$ cat src/rtl/mux_n_to_1_pipe.sv
// mux_n_to_1_pipe: N-to-1 word multiplexer feeding an elastic register pipeline.
//
// Selects word `sel` from the packed bus `in_w`. An out-of-range select yields
// a zero word with err=1. The result is tagged with its select index and
// registered through PIPE_DEPTH valid/ready stages. Ready ripples backward
// combinationally. Valid and data are registered only, so nothing passes
// combinationally from in_* to out_*.
//
// Ports:
//   clk       in   rising-edge clock
//   reset_n   in   asynchronous active-low reset
//   in_w      in   NUM_INPUTS*WORD_WIDTH packed words, word k at [k*WORD_WIDTH +: WORD_WIDTH]
//   sel       in   index of the word to forward
//   in_valid  in   in_w/sel valid this cycle
//   in_ready  out  block accepts the input this cycle
//   out_w     out  selected word (holds its last value when empty)
//   out_sel   out  select index that produced out_w
//   out_err   out  select index was >= NUM_INPUTS
//   out_valid out  out_* valid
//   out_ready in   consumer accepts out_* this cycle
module mux_n_to_1_pipe #(
  parameter int unsigned WORD_WIDTH = 8,
  parameter int unsigned NUM_INPUTS = 8,
  parameter int unsigned SEL_WIDTH  = 3,
  parameter int unsigned PIPE_DEPTH = 2
) (
  input  logic                           clk,
  input  logic                           reset_n,
  input  logic [NUM_INPUTS*WORD_WIDTH-1:0] in_w,
  input  logic [SEL_WIDTH-1:0]           sel,
  input  logic                           in_valid,
  output logic                           in_ready,
  output logic [WORD_WIDTH-1:0]          out_w,
  output logic [SEL_WIDTH-1:0]           out_sel,
  output logic                           out_err,
  output logic                           out_valid,
  input  logic                           out_ready
);

  // Input-side selection
  logic [WORD_WIDTH-1:0] mux_word;
  logic                  mux_err;

  // Scanning every legal index avoids a variable part-select that could run
  // past the end of in_w when sel is out of range.
  always_comb begin
    mux_word = '0;
    mux_err  = 1'b1;
    for (int unsigned k = 0; k < NUM_INPUTS; k++) begin
      if (sel == SEL_WIDTH'(k)) begin
        mux_word = in_w[k*WORD_WIDTH +: WORD_WIDTH];
        mux_err  = 1'b0;
      end
    end
  end

  // Pipeline stage storage; index 0 is stage 1 (nearest the input)
  logic [PIPE_DEPTH-1:0] v_q;
  logic [PIPE_DEPTH-1:0] err_q;
  logic [WORD_WIDTH-1:0] word_q [PIPE_DEPTH];
  logic [SEL_WIDTH-1:0]  sel_q  [PIPE_DEPTH];

  // Backward ready chain: a stage loads when it is empty or drains this cycle
  logic [PIPE_DEPTH-1:0] ld;
  logic                  rdy_chain;

  always_comb begin
    ld        = '0;
    rdy_chain = out_ready;
    for (int i = PIPE_DEPTH - 1; i >= 0; i--) begin
      ld[i]     = ~v_q[i] | rdy_chain;
      rdy_chain = ld[i];
    end
  end

  assign in_ready = ld[0];

  always_ff @(posedge clk or negedge reset_n) begin
    if (!reset_n) begin
      v_q   <= '0;
      err_q <= '0;
      for (int i = 0; i < PIPE_DEPTH; i++) begin
        word_q[i] <= '0;
        sel_q[i]  <= '0;
      end
    end else begin
      if (ld[0]) begin
        v_q[0] <= in_valid;
        // Payload only moves with a valid word, so an empty stage keeps its last value.
        if (in_valid) begin
          word_q[0] <= mux_word;
          sel_q[0]  <= sel;
          err_q[0]  <= mux_err;
        end
      end
      for (int i = 1; i < PIPE_DEPTH; i++) begin
        if (ld[i]) begin
          v_q[i] <= v_q[i-1];
          if (v_q[i-1]) begin
            word_q[i] <= word_q[i-1];
            sel_q[i]  <= sel_q[i-1];
            err_q[i]  <= err_q[i-1];
          end
        end
      end
    end
  end

  assign out_valid = v_q[PIPE_DEPTH-1];
  assign out_w     = word_q[PIPE_DEPTH-1];
  assign out_sel   = sel_q[PIPE_DEPTH-1];
  assign out_err   = err_q[PIPE_DEPTH-1];

endmodule
$ cat config.mk
export PLATFORM = sky130hd
export DESIGN_NAME = mux_n_to_1_pipe
export DESIGN_NICKNAME = d
export VERILOG_FILES = /design/src/rtl/mux_n_to_1_pipe.sv
export SDC_FILE = /design/constraint.sdc
export NUM_CORES = 1
export LEC_CHECK = 0
export BUFFER_PORTS_ARGS = -buffer_cell sky130_fd_sc_hd__buf_4
export CAP_MARGIN = 20
export CELL_PAD_IN_SITES_DETAIL_PLACEMENT = 0
export CELL_PAD_IN_SITES_GLOBAL_PLACEMENT = 1
export CORE_MARGIN = 10
export CORE_UTILIZATION = 37
export CTS_BUF_LIST = sky130_fd_sc_hd__clkbuf_16
export CTS_CLUSTER_SIZE = 14
export DETAILED_ROUTE_END_ITERATION = 16
export PLACE_DENSITY = 0.82
export RECOVER_POWER = 100
export SYNTH_ARGS = -nofsm -noshare
export SYNTH_HDL_FRONTEND = slang
export SYNTH_SLANG_ARGS = --single-unit
$ cat constraint.sdc
create_clock -name clk -period 3.51 [get_ports clk]
set_input_delay 0.351 -clock clk [delete_from_list [all_inputs] [get_ports clk]]
set_output_delay 0.351 -clock clk [all_outputs]
set_load 0.05 [all_outputs]
==> flow_summary.yaml, run 1 <==
run_status:
  outcome: "finished, final reports clean"
timing:
  maxSlewHeadroom_pct: 7.34
  fmax_mhz: 563
  finalSetupViolCount: 0
  skew_ns: 0.00585
  final.min_clock_period_ns: 1.78
  tightest_slew_ns: 1.39
  finalSetupTns_ns: 0
  rsz0062_at_grt: "false"
  finalHoldWorstSlack_ns: 0.290
  drv_slew: 0
  finalHoldViolCount: 0
  final.period_utilization_pct: 50.6
power_and_ir_drop:
  leakage_nw: 1.13
  swShare_pct: 36.3
  comb_power_share_pct: 38.4
  seqPwrFrac_pct: 37.0
  switching_power_w: 0.000375
  p_clk_share_pct: 24.6
  max-vdd-ir-drop_v: 0.000163
  p_int_w: 0.000656
  p_per_area_nw_per_um2: 419
cells_and_area:
  area_growth_pct: 27.1
  antenna_cells: 0
  layout_common_cells: "69 x buf_4, 26 x dfrtp_1, 16 x mux2i_1"
  final_nets: 316
  drive_gt1_share_pct: 46.3
  final.fill_count: 540
  multi_input_area_sq_um: 1060
  area.sequential_sq_um: 651
  mostFrequentLayoutCell: "buf_4"
cts:
  post_cts_buffers: 0
  cts_buffer_depth: 2
  htreeDepth: 1
  cts_sinks: 26
  worst_skew_pair.late_latency_ns: 0.26
  hold_buffers: 0
  cts_resized: 0
  cts_root_buffer: "clkbuf_16"
  cts_tree: "done"
  clkTransAtPathRegs_ns: 0.06
  cts_buffers: 3
setup_path:
  rrSetupSlack_ns: 1.91
  crit_required_ns: 3.67
  worstSetupStartpointType: "primary input"
  endpoint_kind: "flip-flop"
  cp_max_fo: 43
  cp.arrival_ns: 1.94
  critical_path_class: "in2reg"
global_routing:
  antenna_found_initial: 0
  grt_pass1_wl_mm: 8.20
  overflow: 0
  grt.total_usage_pct: 11.9
  grt_pass1_vias: 1653
  grt_max_degree: 44
floorplan:
  fp.coreArea_sq_um: 5070
  pin_count: 85
  initial_core_util_pct: 38.1
  die_w_um: 92.3
  fp.dieArea_sq_um: 8520
  die_y_um: 92.3
  num_rows: 26
drt:
  wl_per_cell_um: 16.5
  num_vias: 1598
  route.detailed.drc: 0
  drt-vias-per-instance: 5.09
  drt_iter0_drc: 85
  wirelength_mm: 5.17
  first_pass_iters: 4
  ant_nets: 0
synthesis:
  syn-cell-area_sq_um: 1940
  ys_ff_latch: 26
  synth_cells: 182
  synth-seq-area-share_pct: 33.6
  synth.avg_cell_area_sq_um: 10.6
  yosys_warnings: 0
  syn_nets: 253
  ys_types: 31
place:
  gp_congestion: 0.746
  portBuffers: 84
  hpwl_mm: 4.03
job:
  drv_cap: 0
worst_hold_path:
  hp-class: "in2reg"
## synth_stat cells (all sizes together)
| library cell | number | area share [%] |
|---|---|---|
| mux2i | 16 | 8.3 |
| nor2 | 16 | 4.9 |
| nand2 | 11 | 2.1 |
| nor3b | 8 | 4.7 |
| clkbuf | 1 | 0.19 |
| or2b | 4 | 1.6 |
| a221oi | 8 | 5.6 |
| nand3b | 1 | 0.39 |
| nand2b | 7 | 2.3 |
| a31oi | 8 | 2.6 |
| nor2b | 1 | 0.32 |
| o21ai | 1 | 0.26 |
| dfrtp | 26 | 34 |
| or2 | 1 | 0.32 |
| a2bb2oi | 8 | 3.6 |
| buf | 25 | 10 |
| mux2 | 14 | 8.1 |
| clkinv | 1 | 0.19 |
| a21oi | 8 | 3.6 |
| a21o | 8 | 3.1 |
| o31ai | 8 | 3.9 |
| and2 | 1 | 0.32 |
## registers in the layout (all words and copies together), names as in the netlist
register	flops
out_sel	3
sel_q	3
v_q	2
word_q	8
out_w	8
err_q	2
## metal layers
| metal | up-vias | GRT usage (%) | part of all wire (%) |
|---|---|---|---|
| met5 | - | 0 | 0 |
| met4 | 0 | 4.63 | 1.3 |
| met3 | 4 | 3.39 | 6.4 |
| met2 | 52 | 17.8 | 45 |
| met1 | 761 | 15.7 | 47 |
| li1 | 781 | - | - |
## logic make-up after synthesis
| kind of cell | count (synthesis) | synth area share (%) |
|---|---|---|
| flops | 26 | 33.6 |
| buf+inv | 27 | 10.4 |
| mux | 30 | 16.4 |
| compound gates | 49 | 22.6 |
| simple gates | 50 | 16.9 |
## through the flow
stage	cell area, sq um	utilization (%)	instances	total power (W)	worst slack, ns
floorplan	1940	-	182	0.000724	1.38
global placement	2460	48.4	310	0.000820	1.41
detailed placement	2460	48.4	310	0.000826	1.39
CTS	2530	50.0	314	0.00108	1.65
global route	2460	48.5	314	0.00109	1.63
finish	2460	48.5	314	0.00103	1.73
## final timing paths
check	start	to	cells after the start
min	in_valid	v_q[0]	2
max	sel[0]	word_q[10]	4
min reg2reg	word_q[13]	word_q[13]	2
max in group asynchronous	reset_n	out_w[6]	1
min in group asynchronous	reset_n	word_q[9]	1
max reg2reg	v_q[1]	sel_q[3]	3
## critical path, cell delays in order
cell	delay (ns)
buf_4	0.40
nor2b_1	0.72
a221oi_1	0.24
o31ai_2	0.22
## layout make-up
type	count	area share [%]
Timing Repair Buffer	84	23.3
Inverter	1	0.153
Clock buffer	3	3.05
Clock inverter	1	0.153
Sequential cell	26	26.4
Tap cell	70	3.56
Multi-Input combinational cell	129	43.3
## power by group through the flow
stage          clock network (W)  registers, W  logic, W
2_1_floorplan                  0      0.000383  0.000340
3_3_place_gp                   0      0.000387  0.000433
3_5_place_dp                   0      0.000389  0.000437
4_1_cts                 0.000258      0.000383  0.000438
5_1_grt                 0.000270      0.000389  0.000427
6_report                0.000254      0.000381  0.000396
Note: power is estimated with default switching activity, not from simulation.
==> inputs of run 2 (changes only) <==
--- a/config.mk
+++ b/config.mk
@@ -10,11 +10,11 @@
 export CELL_PAD_IN_SITES_DETAIL_PLACEMENT = 0
 export CELL_PAD_IN_SITES_GLOBAL_PLACEMENT = 1
 export CORE_MARGIN = 10
-export CORE_UTILIZATION = 37
+export CORE_UTILIZATION = 32
 export CTS_BUF_LIST = sky130_fd_sc_hd__clkbuf_16
 export CTS_CLUSTER_SIZE = 14
 export DETAILED_ROUTE_END_ITERATION = 16
-export PLACE_DENSITY = 0.82
+export PLACE_DENSITY = 0.76
 export RECOVER_POWER = 100
 export SYNTH_ARGS = -nofsm -noshare
 export SYNTH_HDL_FRONTEND = slang
==> constraint.sdc (replaced) <==
create_clock -name clk -period 1.4 [get_ports clk]
set_input_delay 0.14 -clock clk [delete_from_list [all_inputs] [get_ports clk]]
set_output_delay 0.14 -clock clk [all_outputs]
set_load 0.05 [all_outputs]
==> run 2 against run 1 <==
Compared with the run above: clock skew shrank 0.0016 ns; sequential power rose to 2.5 times the previous value; final area rose by 6.5%; die area is 12% higher; count of clock-buffer cells in the layout stayed put; combinational power rose to 2.7 times the previous value.
==> flow_summary.yaml, run 2 (synthesized netlist as in run 1, its figures left out) <==
drt:
  first_pass_iters: 4
  wirelength_mm: 5.73
  drt-vias-per-instance: 4.94
  drt_iter0_drc: 90
  num_vias: 1645
  wl_per_cell_um: 17.2
  ant_nets: 0
  route.detailed.drc: 0
timing:
  drv_slew: 0
  maxSlewHeadroom_pct: 41.9
  final.period_utilization_pct: 92.6
  final.min_clock_period_ns: 1.30
  tightest_slew_ns: 0.870
  finalHoldWorstSlack_ns: 0.107
  finalHoldViolCount: 0
  fmax_mhz: 772
  setup_ws_ns: 0.104
  skew_ns: 0.00428
  rsz0062_at_grt: "false"
  finalSetupViolCount: 0
  finalSetupTns_ns: 0
power_and_ir_drop:
  p_per_area_nw_per_um2: 1090
  power_w: 0.00285
  max-vdd-ir-drop_v: 0.000505
  leakage_nw: 1.24
place:
  gp_congestion: 0.784
  portBuffers: 84
  post-place-ws_ns: -0.142
  hpwl_mm: 4.67
  post_dp_cell_area_sq_um: 2580
cells_and_area:
  final_area_sq_um: 2620
  drive_gt1_share_pct: 54.7
  multi_input_area_sq_um: 1080
  final_nets: 330
  final.fill_count: 614
  area.sequential_sq_um: 652
  area_growth_pct: 35.3
  mostFrequentLayoutCell: "buf_4"
  layout_common_cells: "77 x buf_4, 25 x dfrtp_1, 16 x mux2i_1, 16 x clkbuf_2, 13 x mux2_2"
  antenna_cells: 0
job:
  drv_cap: 0
floorplan:
  die_w_um: 97.8
  fp.coreArea_sq_um: 5890
  die_y_um: 97.8
  initial_core_util_pct: 32.9
  fp.dieArea_sq_um: 9560
  pin_count: 85
  num_rows: 28
setup_path:
  reg2regPathDepth: 4
  crit_required_ns: 1.26
  cp.arrival_ns: 1.16
  worstSetupStartpointType: "flip-flop"
  cp_max_fo: 3
  critical_path_class: "reg2out"
  endpoint_kind: "output port"
worst_hold_path:
  holdPathStages: 2
  hp-class: "in2reg"
cts:
  cts_root_buffer: "clkbuf_16"
  cts_sinks: 26
  cts_buffers: 3
  cts_buffer_depth: 2
  clkTransAtPathRegs_ns: 0.07
  post_cts_buffers: 0
  worst_skew_pair.late_latency_ns: 0.26
  cts_tree: "done"
  htreeDepth: 1
run_status:
  outcome: "finished, final reports clean"
global_routing:
  antenna_found_initial: 0
  grt_pass1_wl_mm: 9.28
  grt_pass1_vias: 1790
  overflow: 0
  grt.total_usage_pct: 11.7
  grt_max_degree: 27
==> run 2: area by class of cell <==
cell class                 count  share of cell area [%]
inverter                       1                   0.143
tap                           75                    3.58
timing repair buffer          98                    26.1
multi-input combinational    129                    41.2
clock inverter                 1                    1.15
clock buffer                   3                    2.87
sequential                    26                    24.9
==> run 2: power by group <==
part	total [W]	switching [W]	leakage, nW	internal [W]
combinational	0.00106	0.000638	0.870	0.000419
sequential	0.000962	0.0000709	0.322	0.000891
clock	0.000832	0.000263	0.0511	0.000569
total	0.00285	0.000971	1.24	0.00188
==> run 2: worst paths after layout <==
path	start	endpoint	slack, ns
max in group asynchronous	reset_n	v_q[1]	0.53
setup / recovery	v_q[1]	in_ready	0.10
hold reg to reg	word_q[10]	word_q[10]	0.49
hold / removal	in_valid	v_q[0]	0.11
min in group asynchronous	reset_n	v_q[1]	0.42
setup reg to reg	v_q[1]	out_w[4]	0.11
==> run 2: stage by stage <==
stage | utilization [%] | cells
2_1_floorplan | - | 182
3_3_place_gp | 43.8 | 328
3_5_place_dp | 43.8 | 328
4_1_cts | 45.8 | 333
5_1_grt | 44.5 | 333
6_report | 44.5 | 333
==> run 2: critical path: stages, from the launching register on <==
cell	delay, ns
dfrtp_2	0.41
nand3b_1	0.17
clkbuf_2	0.31
==> run 2: repair_timing <==
action / in CTS / in global routing
setup endpoints to repair: 0 / 1
endpoints found under the hold margin: 26 / 0
hold buffers: 1 / 0
gates resized for setup: 0 / 1
==> run 2: per-layer routing <==
layer | GRT usage [%] | part of all wire, %
met3 | 3.66 | 7.6
met4 | 3.02 | 1.0
met2 | 17.7 | 44
met5 | 0 | 0
met1 | 15.6 | 47
==> inputs of run 3 (changes only) <==
--- a/config.mk
+++ b/config.mk
@@ -7,14 +7,12 @@
 export LEC_CHECK = 0
 export BUFFER_PORTS_ARGS = -buffer_cell sky130_fd_sc_hd__buf_4
 export CAP_MARGIN = 20
-export CELL_PAD_IN_SITES_DETAIL_PLACEMENT = 0
-export CELL_PAD_IN_SITES_GLOBAL_PLACEMENT = 1
 export CORE_MARGIN = 10
-export CORE_UTILIZATION = 32
+export CORE_UTILIZATION = 37
 export CTS_BUF_LIST = sky130_fd_sc_hd__clkbuf_16
 export CTS_CLUSTER_SIZE = 14
 export DETAILED_ROUTE_END_ITERATION = 16
-export PLACE_DENSITY = 0.76
+export PLACE_DENSITY = 0.66
 export RECOVER_POWER = 100
 export SYNTH_ARGS = -nofsm -noshare
 export SYNTH_HDL_FRONTEND = slang
==> run 3 against run 2 <==
Compared with the run above: critical path depth rose by 2; via count down 1.8%; sequential power about the same; clock skew is essentially flat; combinational power about the same; critical path type is now reg2reg; largest cell class unchanged.
==> flow_summary.yaml, run 3 (synthesized netlist as in run 1, its figures left out) <==
worst_hold_path:
  hp-class: "in2reg"
  hold_start: "in_valid"
  holdPathStages: 2
  holdPathEnd: "v_q[0]"
cts:
  cts_sinks: 26
  post_cts_buffers: 0
  worst_skew_pair.late_latency_ns: 0.26
  cts_buffer_depth: 2
  cts_buffers: 3
  cts_tree: "done"
  cts_resized: 0
  hold_buffers: 1
  htreeDepth: 1
  cts_root_buffer: "clkbuf_16"
  clkTransAtPathRegs_ns: 0.06
setup_path:
  cp_max_fo: 12
  crit_required_ns: 1.54
  cp.arrival_ns: 1.42
  cpPeakStageDelay_ns: 0.37
  reg2regPathDepth: 4
  cp_num_buf_inv: 1
  crit_path_top_delay_cell: "dfrtp_2"
  rrSetupSlack_ns: 0.12
  worstSetupStartpointType: "flip-flop"
  endpoint_kind: "flip-flop"
  r2r-end: "out_w[0]"
  critical_path_class: "reg2reg"
  crit_family: "flip-flops"
  path_cells: "nand2b_1 -> nand2_1 -> buf_2 -> mux2_2"
  r2r_start: "v_q[1]"
timing:
  final.period_utilization_pct: 91.4
  finalHoldViolCount: 0
  finalSetupViolCount: 0
  drv_slew: 0
  rsz0062_at_grt: "false"
  setup_ws_ns: 0.120
  tightest_slew_ns: 0.864
  skew_ns: 0.00443
  final.min_clock_period_ns: 1.28
  fmax_mhz: 781
  maxSlewHeadroom_pct: 42.3
cells_and_area:
  mostFrequentLayoutCell: "buf_4"
  final_area_sq_um: 2640
  layout_common_cells: "78 x buf_4, 25 x dfrtp_1, 16 x mux2i_1"
  drive_gt1_share_pct: 55.6
  area_growth_pct: 36.3
  final_nets: 329
  antenna_cells: 0
  post-route-util_pct: 52.0
power_and_ir_drop:
  p_per_area_nw_per_um2: 1080
  leakage_nw: 1.26
  power_w: 0.00284
  max-vdd-ir-drop_v: 0.000518
floorplan:
  fp.dieArea_sq_um: 8520
  fp.coreArea_sq_um: 5070
  die_w_um: 92.3
  initial_core_util_pct: 38.1
  die_y_um: 92.3
  pin_count: 85
  num_rows: 26
place:
  post-place-ws_ns: -0.138
  portBuffers: 84
  gp_congestion: 0.756
  hpwl_mm: 4.40
  post_dp_cell_area_sq_um: 2590
drt:
  drt-vias-per-instance: 4.94
  ant_nets: 0
  wl_per_cell_um: 16.4
  wirelength_mm: 5.37
  first_pass_iters: 4
  drt_iter0_drc: 89
  route.detailed.drc: 0
  num_vias: 1615
job:
  drv_cap: 0
global_routing:
  overflow: 0
  grt.total_usage_pct: 12.3
  grt_max_degree: 27
  antenna_found_initial: 0
  grt_pass1_wl_mm: 8.67
  grt_pass1_vias: 1700
run_status:
  outcome: "finished, final reports clean"
[run 3: cell types whose count changed in the layout (fill, tap and decap cells not counted), sizes merged]
cell	delta
clkbuf	-4
buf	+3
[run 3: report_power, final]
group          internal (W)  leakage (nW)  switching, W
Clock              0.000568        0.0511      0.000248
Sequential         0.000891         0.322     0.0000717
Combinational      0.000431         0.885      0.000634
Total               0.00189          1.26      0.000953
[run 3: area by class of cell]
type,instances,area (sq um)
well taps,70,87.6
clock inverters,1,30.0
flip-flops and latches,26,652
fillers,501,2440
clock buffers,3,75.1
repair buffers,97,716
inverters,1,3.75
multi-input cells,129,1070
[run 3: how the worst max path moves through the flow]
stage	start	to	slack (ns)	cells past startpoint
6_report	v_q[1]	out_w[0]	0.12	4
5_1_grt	v_q[1]	out_w[0]	0.02	4
4_1_cts	sel[0]	word_q[8]	0.13	4
3_5_place_dp	sel[0]	word_q[8]	-0.14	4
3_3_place_gp	sel[0]	word_q[9]	-0.11	4
2_1_floorplan	v_q[1]	sel_q[4]	-0.41	4
[run 3: metrics by stage]
step	hold WS (ns)	instances	TNS (ns)
CTS	0.0861	327	0
global placement	0.0733	322	-0.351
floorplan	-0.156	182	-4.07
global route	0.0847	327	0
detailed placement	0.0694	322	-0.544
finish	0.0889	327	0
[run 3: metal layers]
metal / global-route usage, % / share of wire [%] / vias up
met5: 0 / 0 / -
met4: 3.47 / 0.74 / 0
met3: 2.18 / 4.4 / 2
met2: 20.6 / 50 / 51
met1: 15.7 / 45 / 756
li1: - / - / 806
